### config.mk
export PLATFORM = sky130hd
export DESIGN_NAME = slurm32_cpu_mem_arbiter_flat
export DESIGN_NICKNAME = d
export VERILOG_FILES = /design/src/rtl/slurm32_cpu_mem_arbiter_if.sv /design/src/rtl/slurm32_cpu_mem_arbiter.sv /design/src/flat_wrapper.sv
export SDC_FILE = /design/constraint.sdc
export NUM_CORES = 1
export LEC_CHECK = 0
export ABC_AREA = 1
export CAP_MARGIN = 15
export CORE_ASPECT_RATIO = 1.4
export CORE_MARGIN = 3
export CORE_UTILIZATION = 37
export DETAILED_ROUTE_END_ITERATION = 7
export HOLD_SLACK_MARGIN = 0.03
export PLACE_DENSITY = 0.83
export REMOVE_ABC_BUFFERS = 1
export SLEW_MARGIN = 5
export SYNTH_ARGS = -nofsm -noshare
export SYNTH_HDL_FRONTEND = slang
export SYNTH_SLANG_ARGS = --single-unit
### constraint.sdc
create_clock -name CLK -period 1.45 [get_ports CLK]
set_input_delay 0.145 -clock CLK [delete_from_list [all_inputs] [get_ports CLK]]
set_output_delay 0.145 -clock CLK [all_outputs]
set_load 0.005 [all_outputs]
### src/rtl/slurm32_cpu_mem_arbiter_if.sv
// slurm32_cpu_mem_arbiter_if: single CPU memory port shared by fetch and load/store.
// master = arbiter side, slave = memory side.
interface slurm32_cpu_mem_arbiter_if #(
  parameter int BITS         = 32,
  parameter int ADDRESS_BITS = 32
);
  logic                    mem_req;
  logic                    mem_wr;
  logic [ADDRESS_BITS-1:0] mem_addr;
  logic [BITS-1:0]         mem_wdata;
  logic [3:0]              mem_be;
  logic                    mem_ack;
  logic                    mem_rvalid;
  logic [BITS-1:0]         mem_rdata;

  modport master (
    output mem_req,
    output mem_wr,
    output mem_addr,
    output mem_wdata,
    output mem_be,
    input  mem_ack,
    input  mem_rvalid,
    input  mem_rdata
  );

  modport slave (
    input  mem_req,
    input  mem_wr,
    input  mem_addr,
    input  mem_wdata,
    input  mem_be,
    output mem_ack,
    output mem_rvalid,
    output mem_rdata
  );
endinterface

### src/rtl/slurm32_cpu_mem_arbiter.sv
// slurm32_cpu_mem_arbiter: fetch vs load/store arbiter, one access in flight.
// Define SLURM32_MEM_ARB_FAIR_EN to bound fetch starvation by STARVE_LIMIT.
module slurm32_cpu_mem_arbiter #(
  parameter int BITS         = 32,
  parameter int ADDRESS_BITS = 32,
  parameter int STARVE_LIMIT = 4
) (
  input  logic                      CLK,
  input  logic                      RSTb,
  input  logic                      ins_req,
  input  logic [ADDRESS_BITS-1:0]   ins_addr,
  input  logic                      ins_abort,
  output logic                      ins_valid,
  output logic [BITS-1:0]           ins_data,
  input  logic                      dat_req,
  input  logic                      dat_wr,
  input  logic [ADDRESS_BITS-1:0]   dat_addr,
  input  logic [BITS-1:0]           dat_wdata,
  input  logic [3:0]                dat_be,
  output logic                      dat_done,
  output logic [BITS-1:0]           dat_rdata,
  slurm32_cpu_mem_arbiter_if.master mem,
  output logic                      busy
);

  typedef enum logic [1:0] {
    IDLE,
    INS_RD,
    DAT_RD,
    DAT_WR
  } state_t;

  localparam int AB = ADDRESS_BITS;

  if (STARVE_LIMIT < 1 || STARVE_LIMIT > 7) begin : g_bad_limit
    $error("STARVE_LIMIT must fit the 3-bit starve counter (1..7)");
  end

  state_t          state_q;
  state_t          state_d;
  logic            req_q;
  logic            wr_q;
  logic [AB-1:0]   addr_q;
  logic [BITS-1:0] wdata_q;
  logic [3:0]      be_q;
  logic            abort_q;
  logic            grant_ins;
  logic            grant_dat;
  logic            starved;
  logic            can_issue;
  logic            rd_beat;
  logic            wr_beat;
  logic [3:0]      unused_addr_lsb;

  assign unused_addr_lsb = {ins_addr[1:0], dat_addr[1:0]};

  // Hold off issue during a done pulse: the requester still sees its old level.
  assign can_issue = !(ins_valid || dat_done);
  assign rd_beat   = !req_q && mem.mem_rvalid;
  assign wr_beat   = req_q && mem.mem_ack;

`ifdef SLURM32_MEM_ARB_FAIR_EN
  logic [2:0] starve_q;

  assign starved = starve_q >= 3'(STARVE_LIMIT);

  always_ff @(posedge CLK or negedge RSTb) begin
    if (!RSTb) begin
      starve_q <= '0;
    end else if (grant_ins) begin
      starve_q <= '0;
    end else if (grant_dat && ins_req && starve_q != 3'h7) begin
      starve_q <= starve_q + 3'd1;
    end
  end
`else
  assign starved = 1'b0;
`endif

  always_comb begin
    state_d   = state_q;
    grant_ins = 1'b0;
    grant_dat = 1'b0;
    unique case (state_q)
      IDLE: begin
        if (can_issue) begin
          if (ins_req && !ins_abort && starved) begin
            grant_ins = 1'b1;
          end else if (dat_req) begin
            grant_dat = 1'b1;
          end else if (ins_req && !ins_abort) begin
            grant_ins = 1'b1;
          end
        end
        if (grant_ins) begin
          state_d = INS_RD;
        end else if (grant_dat) begin
          state_d = dat_wr ? DAT_WR : DAT_RD;
        end
      end
      INS_RD: if (rd_beat) state_d = IDLE;
      DAT_RD: if (rd_beat) state_d = IDLE;
      DAT_WR: if (wr_beat) state_d = IDLE;
      default: state_d = IDLE;
    endcase
  end

  always_ff @(posedge CLK or negedge RSTb) begin
    if (!RSTb) begin
      state_q <= IDLE;
    end else begin
      state_q <= state_d;
    end
  end

  always_ff @(posedge CLK or negedge RSTb) begin
    if (!RSTb) begin
      req_q     <= 1'b0;
      wr_q      <= 1'b0;
      addr_q    <= '0;
      wdata_q   <= '0;
      be_q      <= '0;
      abort_q   <= 1'b0;
      ins_valid <= 1'b0;
      ins_data  <= '0;
      dat_done  <= 1'b0;
      dat_rdata <= '0;
    end else begin
      ins_valid <= 1'b0;
      dat_done  <= 1'b0;
      if (req_q && mem.mem_ack) begin
        req_q <= 1'b0;
      end
      if (grant_dat) begin
        req_q   <= 1'b1;
        wr_q    <= dat_wr;
        addr_q  <= {dat_addr[AB-1:2], 2'b00};
        wdata_q <= dat_wdata;
        be_q    <= dat_be;
      end
      if (grant_ins) begin
        req_q   <= 1'b1;
        wr_q    <= 1'b0;
        addr_q  <= {ins_addr[AB-1:2], 2'b00};
        wdata_q <= '0;
        be_q    <= 4'hf;
      end
      if (state_q == IDLE) begin
        abort_q <= 1'b0;
      end else if (state_q == INS_RD && ins_abort) begin
        abort_q <= 1'b1;
      end
      if (state_q == INS_RD && rd_beat) begin
        ins_data  <= mem.mem_rdata;
        ins_valid <= !(abort_q || ins_abort);
      end
      if (state_q == DAT_RD && rd_beat) begin
        dat_rdata <= mem.mem_rdata;
        dat_done  <= 1'b1;
      end
      if (state_q == DAT_WR && wr_beat) begin
        dat_done <= 1'b1;
      end
    end
  end

  assign mem.mem_req   = req_q;
  assign mem.mem_wr    = wr_q;
  assign mem.mem_addr  = addr_q;
  assign mem.mem_wdata = wdata_q;
  assign mem.mem_be    = be_q;
  assign busy          = state_q != IDLE;

endmodule

### src/flat_wrapper.sv
// flat-port wrapper written by rule: the top's interface ports become plain ports
module slurm32_cpu_mem_arbiter_flat 
#(
  parameter int BITS         = 32,
  parameter int ADDRESS_BITS = 32,
  parameter int STARVE_LIMIT = 4
)
  (CLK, RSTb, ins_req, ins_addr, ins_abort, ins_valid, ins_data, dat_req, dat_wr, dat_addr, dat_wdata, dat_be, dat_done, dat_rdata, busy, mem_mem_req, mem_mem_wr, mem_mem_addr, mem_mem_wdata, mem_mem_be, mem_mem_ack, mem_mem_rvalid, mem_mem_rdata);
  slurm32_cpu_mem_arbiter_if #(.BITS(BITS), .ADDRESS_BITS(ADDRESS_BITS)) mem_i ();
  input  logic CLK;
  input  logic RSTb;
  input  logic ins_req;
  input  logic [ADDRESS_BITS-1:0] ins_addr;
  input  logic ins_abort;
  output logic ins_valid;
  output logic [BITS-1:0] ins_data;
  input  logic dat_req;
  input  logic dat_wr;
  input  logic [ADDRESS_BITS-1:0] dat_addr;
  input  logic [BITS-1:0] dat_wdata;
  input  logic [3:0] dat_be;
  output logic dat_done;
  output logic [BITS-1:0] dat_rdata;
  output logic busy;
  output wire logic [$bits(mem_i.mem_req)-1:0] mem_mem_req;
  output wire logic [$bits(mem_i.mem_wr)-1:0] mem_mem_wr;
  output wire logic [$bits(mem_i.mem_addr)-1:0] mem_mem_addr;
  output wire logic [$bits(mem_i.mem_wdata)-1:0] mem_mem_wdata;
  output wire logic [$bits(mem_i.mem_be)-1:0] mem_mem_be;
  input wire logic [$bits(mem_i.mem_ack)-1:0] mem_mem_ack;
  input wire logic [$bits(mem_i.mem_rvalid)-1:0] mem_mem_rvalid;
  input wire logic [$bits(mem_i.mem_rdata)-1:0] mem_mem_rdata;
  assign mem_mem_req = mem_i.mem_req;
  assign mem_mem_wr = mem_i.mem_wr;
  assign mem_mem_addr = mem_i.mem_addr;
  assign mem_mem_wdata = mem_i.mem_wdata;
  assign mem_mem_be = mem_i.mem_be;
  assign mem_i.mem_ack = mem_mem_ack;
  assign mem_i.mem_rvalid = mem_mem_rvalid;
  assign mem_i.mem_rdata = mem_mem_rdata;
  slurm32_cpu_mem_arbiter #(.BITS(BITS), .ADDRESS_BITS(ADDRESS_BITS), .STARVE_LIMIT(STARVE_LIMIT)) u_core (.CLK(CLK), .RSTb(RSTb), .ins_req(ins_req), .ins_addr(ins_addr), .ins_abort(ins_abort), .ins_valid(ins_valid), .ins_data(ins_data), .dat_req(dat_req), .dat_wr(dat_wr), .dat_addr(dat_addr), .dat_wdata(dat_wdata), .dat_be(dat_be), .dat_done(dat_done), .dat_rdata(dat_rdata), .mem(mem_i), .busy(busy));
endmodule
# Word-level counts from Yosys, hierarchy flattened
# Index checks and enable logic that the tools add are counted.
# word_totals
in_bits	140
out_inout_bits	137
ff_bits	139
wordCells	67
# op_classes
reduce_logical	19
n_eq_ne	6
mux	31
# ops
op	n
32-bit 2-to-1 mux	4
1-bit 2-to-1 mux	20
2-bit 2-to-1 mux	4
4-bit 2-to-1 mux	2
1-bit logical AND	7
2-bit case mux with 3 select lines	1
2-bit nonzero test	3
2-bit equality test, second input constant	2
2-bit by 1-bit inequality test with 1-bit output, second input constant	2
1-bit zero test	3
3-bit by 1-bit inequality test with 1-bit output, second input constant	1
3-bit AND reduction	1
3-bit nonzero test	1
2-bit by 1-bit equality test with 1-bit output, second input constant	1
2-bit zero test	1
1-bit logical OR	2
2-bit OR reduction	1

# Logic depth before layout (Yosys ltp)
# depth
word_depth	8
depth_mapped	9
depth_no_buf	8

# Worst setup path before layout
# No wires, ideal clock.
# synth_path
path_kind	reg-to-reg
startpoint	register u_core.state_q[0]
endpoint	register u_core.addr_q[24] (netlist: u_core.mem.mem_addr[24])
setup_slack_ns	0.064
stages_incl_launch_ff	10
synth_period_minus_slack_ns	1.386
setup_time_ns	0.065
t_required_ns	1.385
arrival_ns	1.321
cell_sequence	dfrtp_1 inv_1 ha_1 inv_2 nor2_4 buf_6 nand2_1 nand2_1 nand2_1 nand2_1
# synth_between
elab_chain_len	3
# synth_lines
element	line	source
start, declared	slurm32_cpu_mem_arbiter.sv:39	state_t state_q;
start signal, assigned	slurm32_cpu_mem_arbiter.sv:112	state_q <= state_d;
2-bit zero test *	slurm32_cpu_mem_arbiter.sv:84	unique case (state_q)
1-bit 2-to-1 mux	slurm32_cpu_mem_arbiter.sv:84	
32-bit 2-to-1 mux or 2-bit nonzero test (tied branches)	n/a	
end signal, assigned	slurm32_cpu_mem_arbiter.sv:137	addr_q <= {dat_addr[AB-1:2], 2'b00};
end signal, assigned	slurm32_cpu_mem_arbiter.sv:144	addr_q <= {ins_addr[AB-1:2], 2'b00};
end, declared	slurm32_cpu_mem_arbiter.sv:43	logic [AB-1:0] addr_q;
# Every way passes the cells marked *; elsewhere a longest branch is shown, timed or not.
# A chain may end at the register's enable or synchronous reset.

# Final worst setup path
# layout_path
startpoint	register u_core.state_q[1]
endpoint	register u_core.ins_data[1]
# layout_between
elab_chain_len	2
# layout_lines
element	line	source
2-bit by 1-bit equality test with 1-bit output	slurm32_cpu_mem_arbiter.sv:153	if (state_q == INS_RD && rd_beat) begin
1-bit logical AND	slurm32_cpu_mem_arbiter.sv:153	
end signal, assigned	slurm32_cpu_mem_arbiter.sv:154	ins_data <= mem.mem_rdata;
end, declared	slurm32_cpu_mem_arbiter.sv:14	output logic [BITS-1:0] ins_data,
# No other way between the ends.

==> qor_table.md <==
| Parameter | Value |
|:---|:---|
| Critical path class | reg2reg |
| Most used cells in the layout excluding fill and tap cells | sky130_fd_sc_hd__nand2_1, sky130_fd_sc_hd__clkdlybuf4s50_1, sky130_fd_sc_hd__dfrtp_1 |
| Final HPWL DP | 12400 um |
| Register-to-register path setup slack | -0.02 ns |
| Post-route setup TNS | -0.0518 ns |
| Sinks on Clock Net | 137 |
| Switching part of the total power | 0.343 |
| Most frequent standard cell in the layout excluding fill and tap cells | sky130_fd_sc_hd__nand2_1 |
| Combined flip-flop and latch cell area | 3430 um2 |
| Number of vias per cell | 4.65 |
| Internal Power | 12.6 mW |
| Routed vias | 5705 |
| Critical Path End Type | flop |
| Portion of total power attributed to the clock network | 0.215 |
| Final non-filler cell total | 1226 |
| Largest delay share family, worst path | buffers and inverters |
| Maximum number of pins on one net before global-route repair | 65 |
| Top cells by area, synth | sky130_fd_sc_hd__dfrtp_1, sky130_fd_sc_hd__nand2_1, sky130_fd_sc_hd__o21ai_0, sky130_fd_sc_hd__inv_1, sky130_fd_sc_hd__buf_2 |
| Post-Synthesis Cell Area | 5740 um2 |
| Reported net switching power | 6.61 mW |
| Cell area after placement | 8820 um2 |
| Average routed wire per standard cell | 16.5 um |
| Combined global-route utilization of all metal layers | 0.202 |
| Die span in y | 153 um |
| Startpoint class of the critical path | flop |
| Post-synthesis sequential element count | 137 |
| Wire length of the first global-routing pass | 27500 um |
| Net total in the final layout | 1165 |
| Site Rows | 53 |
| CTS Root Cell | sky130_fd_sc_hd__clkbuf_16 |
| Placer congestion estimate | 0.824 |
| Post-Route WL | 20200 um |
| Yosys synthesis warning count | 0 |
| Worst stage delay on the critical path | 0.38 ns |
| Core footprint | 15100 um2 |
| Total power | 19.2 mW |
| Part of the power in combinational logic | 0.447 |
| Number of H-tree levels | 4 |
| Clock latency reported for the late side of the worst-skew pair | 0.41 ns |
| Die span in x | 111 um |
| Areal power density over the cells | 1880 nW/um2 |
| Maximum fanout along the worst path | 16 |
| Number of fillers in the final layout | 1161 |
| Cell chain of the critical path | inv_2, buf_4, ha_4, nand3_4, buf_8, o21ai_0 |
| Top cell type's share of synthesized area | 0.597 |
| Min setup slack post-route | -0.0181 ns |
| Footprint of the multi-input gates | 2020 um2 |
| Starting Density | 0.380 |
| Overflow after GRT | 0 |
| Instance count after placement with tap cells included | 1153 |
| Share of the cycle needed by the critical path after routing | 1.01 |
| Final setup viols | 5 |
| Worst flop-to-flop path startpoint | u_core.state_q[1] |
| Post-Layout Inst Area | 10300 um2 |
| Sequential share of power | 0.338 |
| Share of synthesized area occupied by flip-flops and latches | 0.597 |
| Post-Synthesis Cells | 702 |
| Total of buffers placed on input and output ports | 270 |
| Die area | 17100 um2 |
| Share of post-route cells with drive strength above 1 | 0.131 |
| Fin. max-slew vios | 0 |
| Violated checks | setup timing |
| Antenna cells | 0 |
| Unrepaired setup endpoints after global routing | true |
| DRC violations left | 0 |
| Peak Freq | 681 MHz |
| Number of top-level design ports | 277 |
| Synth-to-Final Area Change | 78.6% |
| Buf/Inv on CP | 3 |
| Distinct cell type count after synthesis | 17 |
| Worst setup slack after placement | -0.0941 ns |
| Clk slew on worst S/H paths | 0.07 ns |
| Status | finished, violations left |
| Time the worst path needs with I/O delays and setup | 1.47 ns |
| End of the worst register-to-register path | u_core.ins_data[1] |
| Worst Hold Class | in2async |
| Arrival @ worst endpoint | 1.78 ns |
| Total clock buffers created by CTS | 17 |
| Maximum Capacitance Violations | 0 |
| R2r worst-path depth | 6 |
| Cell taking the most area after synthesis | sky130_fd_sc_hd__dfrtp_1 |
| Detailed Routing Iterations Pass 1 | 5 |
| Final Hold Viols | 0 |
| Largest clock skew in the final design | 0.00901 ns |
| Number of global-route vias before repair | 5538 |
| Cell leakage power | 5.97 nW |
| Starting DRT DRC Count | 322 |
| ANT nets after route | 0 |
| Required time worst endpoint | 1.76 ns |
| Crit path max-delay cell type | sky130_fd_sc_hd__dfrtp_1 |
| Clock Tree Buf Depth | 2 |
| TritonCTS clock tree | yes |
| Initial antenna violation count | 0 |
| Mapped Avg Cell Area | 8.18 um2 |
| Worst IR drop on VDD | 0.900 mV |
## logic make-up (layout without fill, tap and decap cells)
kind of cell             count (synthesis)  count (layout)  share of synthesized area
flip-flops                             137             137                      0.597
AND/OR/NAND/NOR                        386             386                      0.255
AO/OA/AOI/OAI                           69              69                     0.0602
other                                    1               2                   0.000653
buffers and inverters                  105             436                     0.0780
adder cells (fa/ha/maj)                  4               4                    0.00872
## metrics by stage
| stage | hold WS, ns | util |
|---|---|---|
| finish | 0.212 | 0.678 |
| global route | 0.227 | 0.678 |
| CTS | 0.212 | 0.627 |
| detailed placement | 0.0798 | 0.584 |
| global placement | 0.0786 | 0.584 |
| floorplan | -0.151 | - |
## timing repair
item                                   4_1_cts  5_1_grt
buffers inserted                             6       18
endpoints found under the hold margin      137        0
cloned                                       2       14
setup endpoints to repair                   42      176
gates resized for setup                     43      136
hold buffers                                 1        0
pin swaps                                    0       25
## Yosys cell counts (all sizes together)
library cell / number
inv: 71
nand3: 4
dfrtp: 137
nor3: 1
ha: 4
nand2: 361
a21oi: 2
nor2: 20
buf: 24
conb: 1
o21ai: 67
clkbuf: 10
## layer usage
layer  global-route usage  vias to the layer above  part of all wire
met2                0.368                      277              0.54
met4               0.0835                        0             0.036
met5                    0                        -                 0
met3               0.0566                       54             0.076
met1                0.219                     2625              0.35
li1                     -                     2749                 -
## state kept, by name, summed over array words and instances, names as in the netlist
register	cells
u_core.ins_valid	1
u_core.mem.mem_req	1
u_core.state_q	2
u_core.mem.mem_wr	1
u_core.abort_q	1
u_core.ins_data	32
u_core.mem.mem_addr	30
u_core.mem.mem_wdata	32
u_core.dat_done	1
u_core.dat_rdata	32
u_core.mem.mem_be	4
## power groups by stage
| stage | Combinational (mW) | Clock (mW) | Sequential [mW] |
|---|---|---|---|
| after CTS | 7.78 | 4.23 | 6.52 |
| after global routing | 9.43 | 4.42 | 6.73 |
| after detailed placement | 7.83 | 0 | 6.58 |
| after global placement | 7.64 | 0 | 6.49 |
| final | 8.60 | 4.13 | 6.51 |
| after floorplan | 2.44 | 0 | 6.68 |
## area by class of cell
| cell class | instances | area share |
|---|---|---|
| Clock inverter | 14 | 0.0123 |
| Inverter | 71 | 0.0266 |
| Tap cell | 192 | 0.0234 |
| Multi-Input combinational cell | 461 | 0.197 |
| Clock buffer | 18 | 0.0428 |
| Timing Repair Buffer | 333 | 0.363 |
| Sequential cell | 137 | 0.334 |
## worst max-delay path by stage
stage,cells past startpoint,start,end,slack [ns]
3_3_place_gp,8,ins_abort,u_core.mem.mem_addr[4],-0.05
6_report,6,u_core.state_q[1],u_core.ins_data[1],-0.02
2_1_floorplan,4,u_core.state_q[1],u_core.ins_data[0],-0.65
5_1_grt,6,u_core.state_q[1],u_core.ins_data[1],-0.12
3_5_place_dp,8,ins_abort,u_core.mem.mem_addr[24],-0.09
4_1_cts,10,u_core.state_q[0],u_core.mem.mem_addr[2],-0.01
Power figures use the tool's default switching activity.
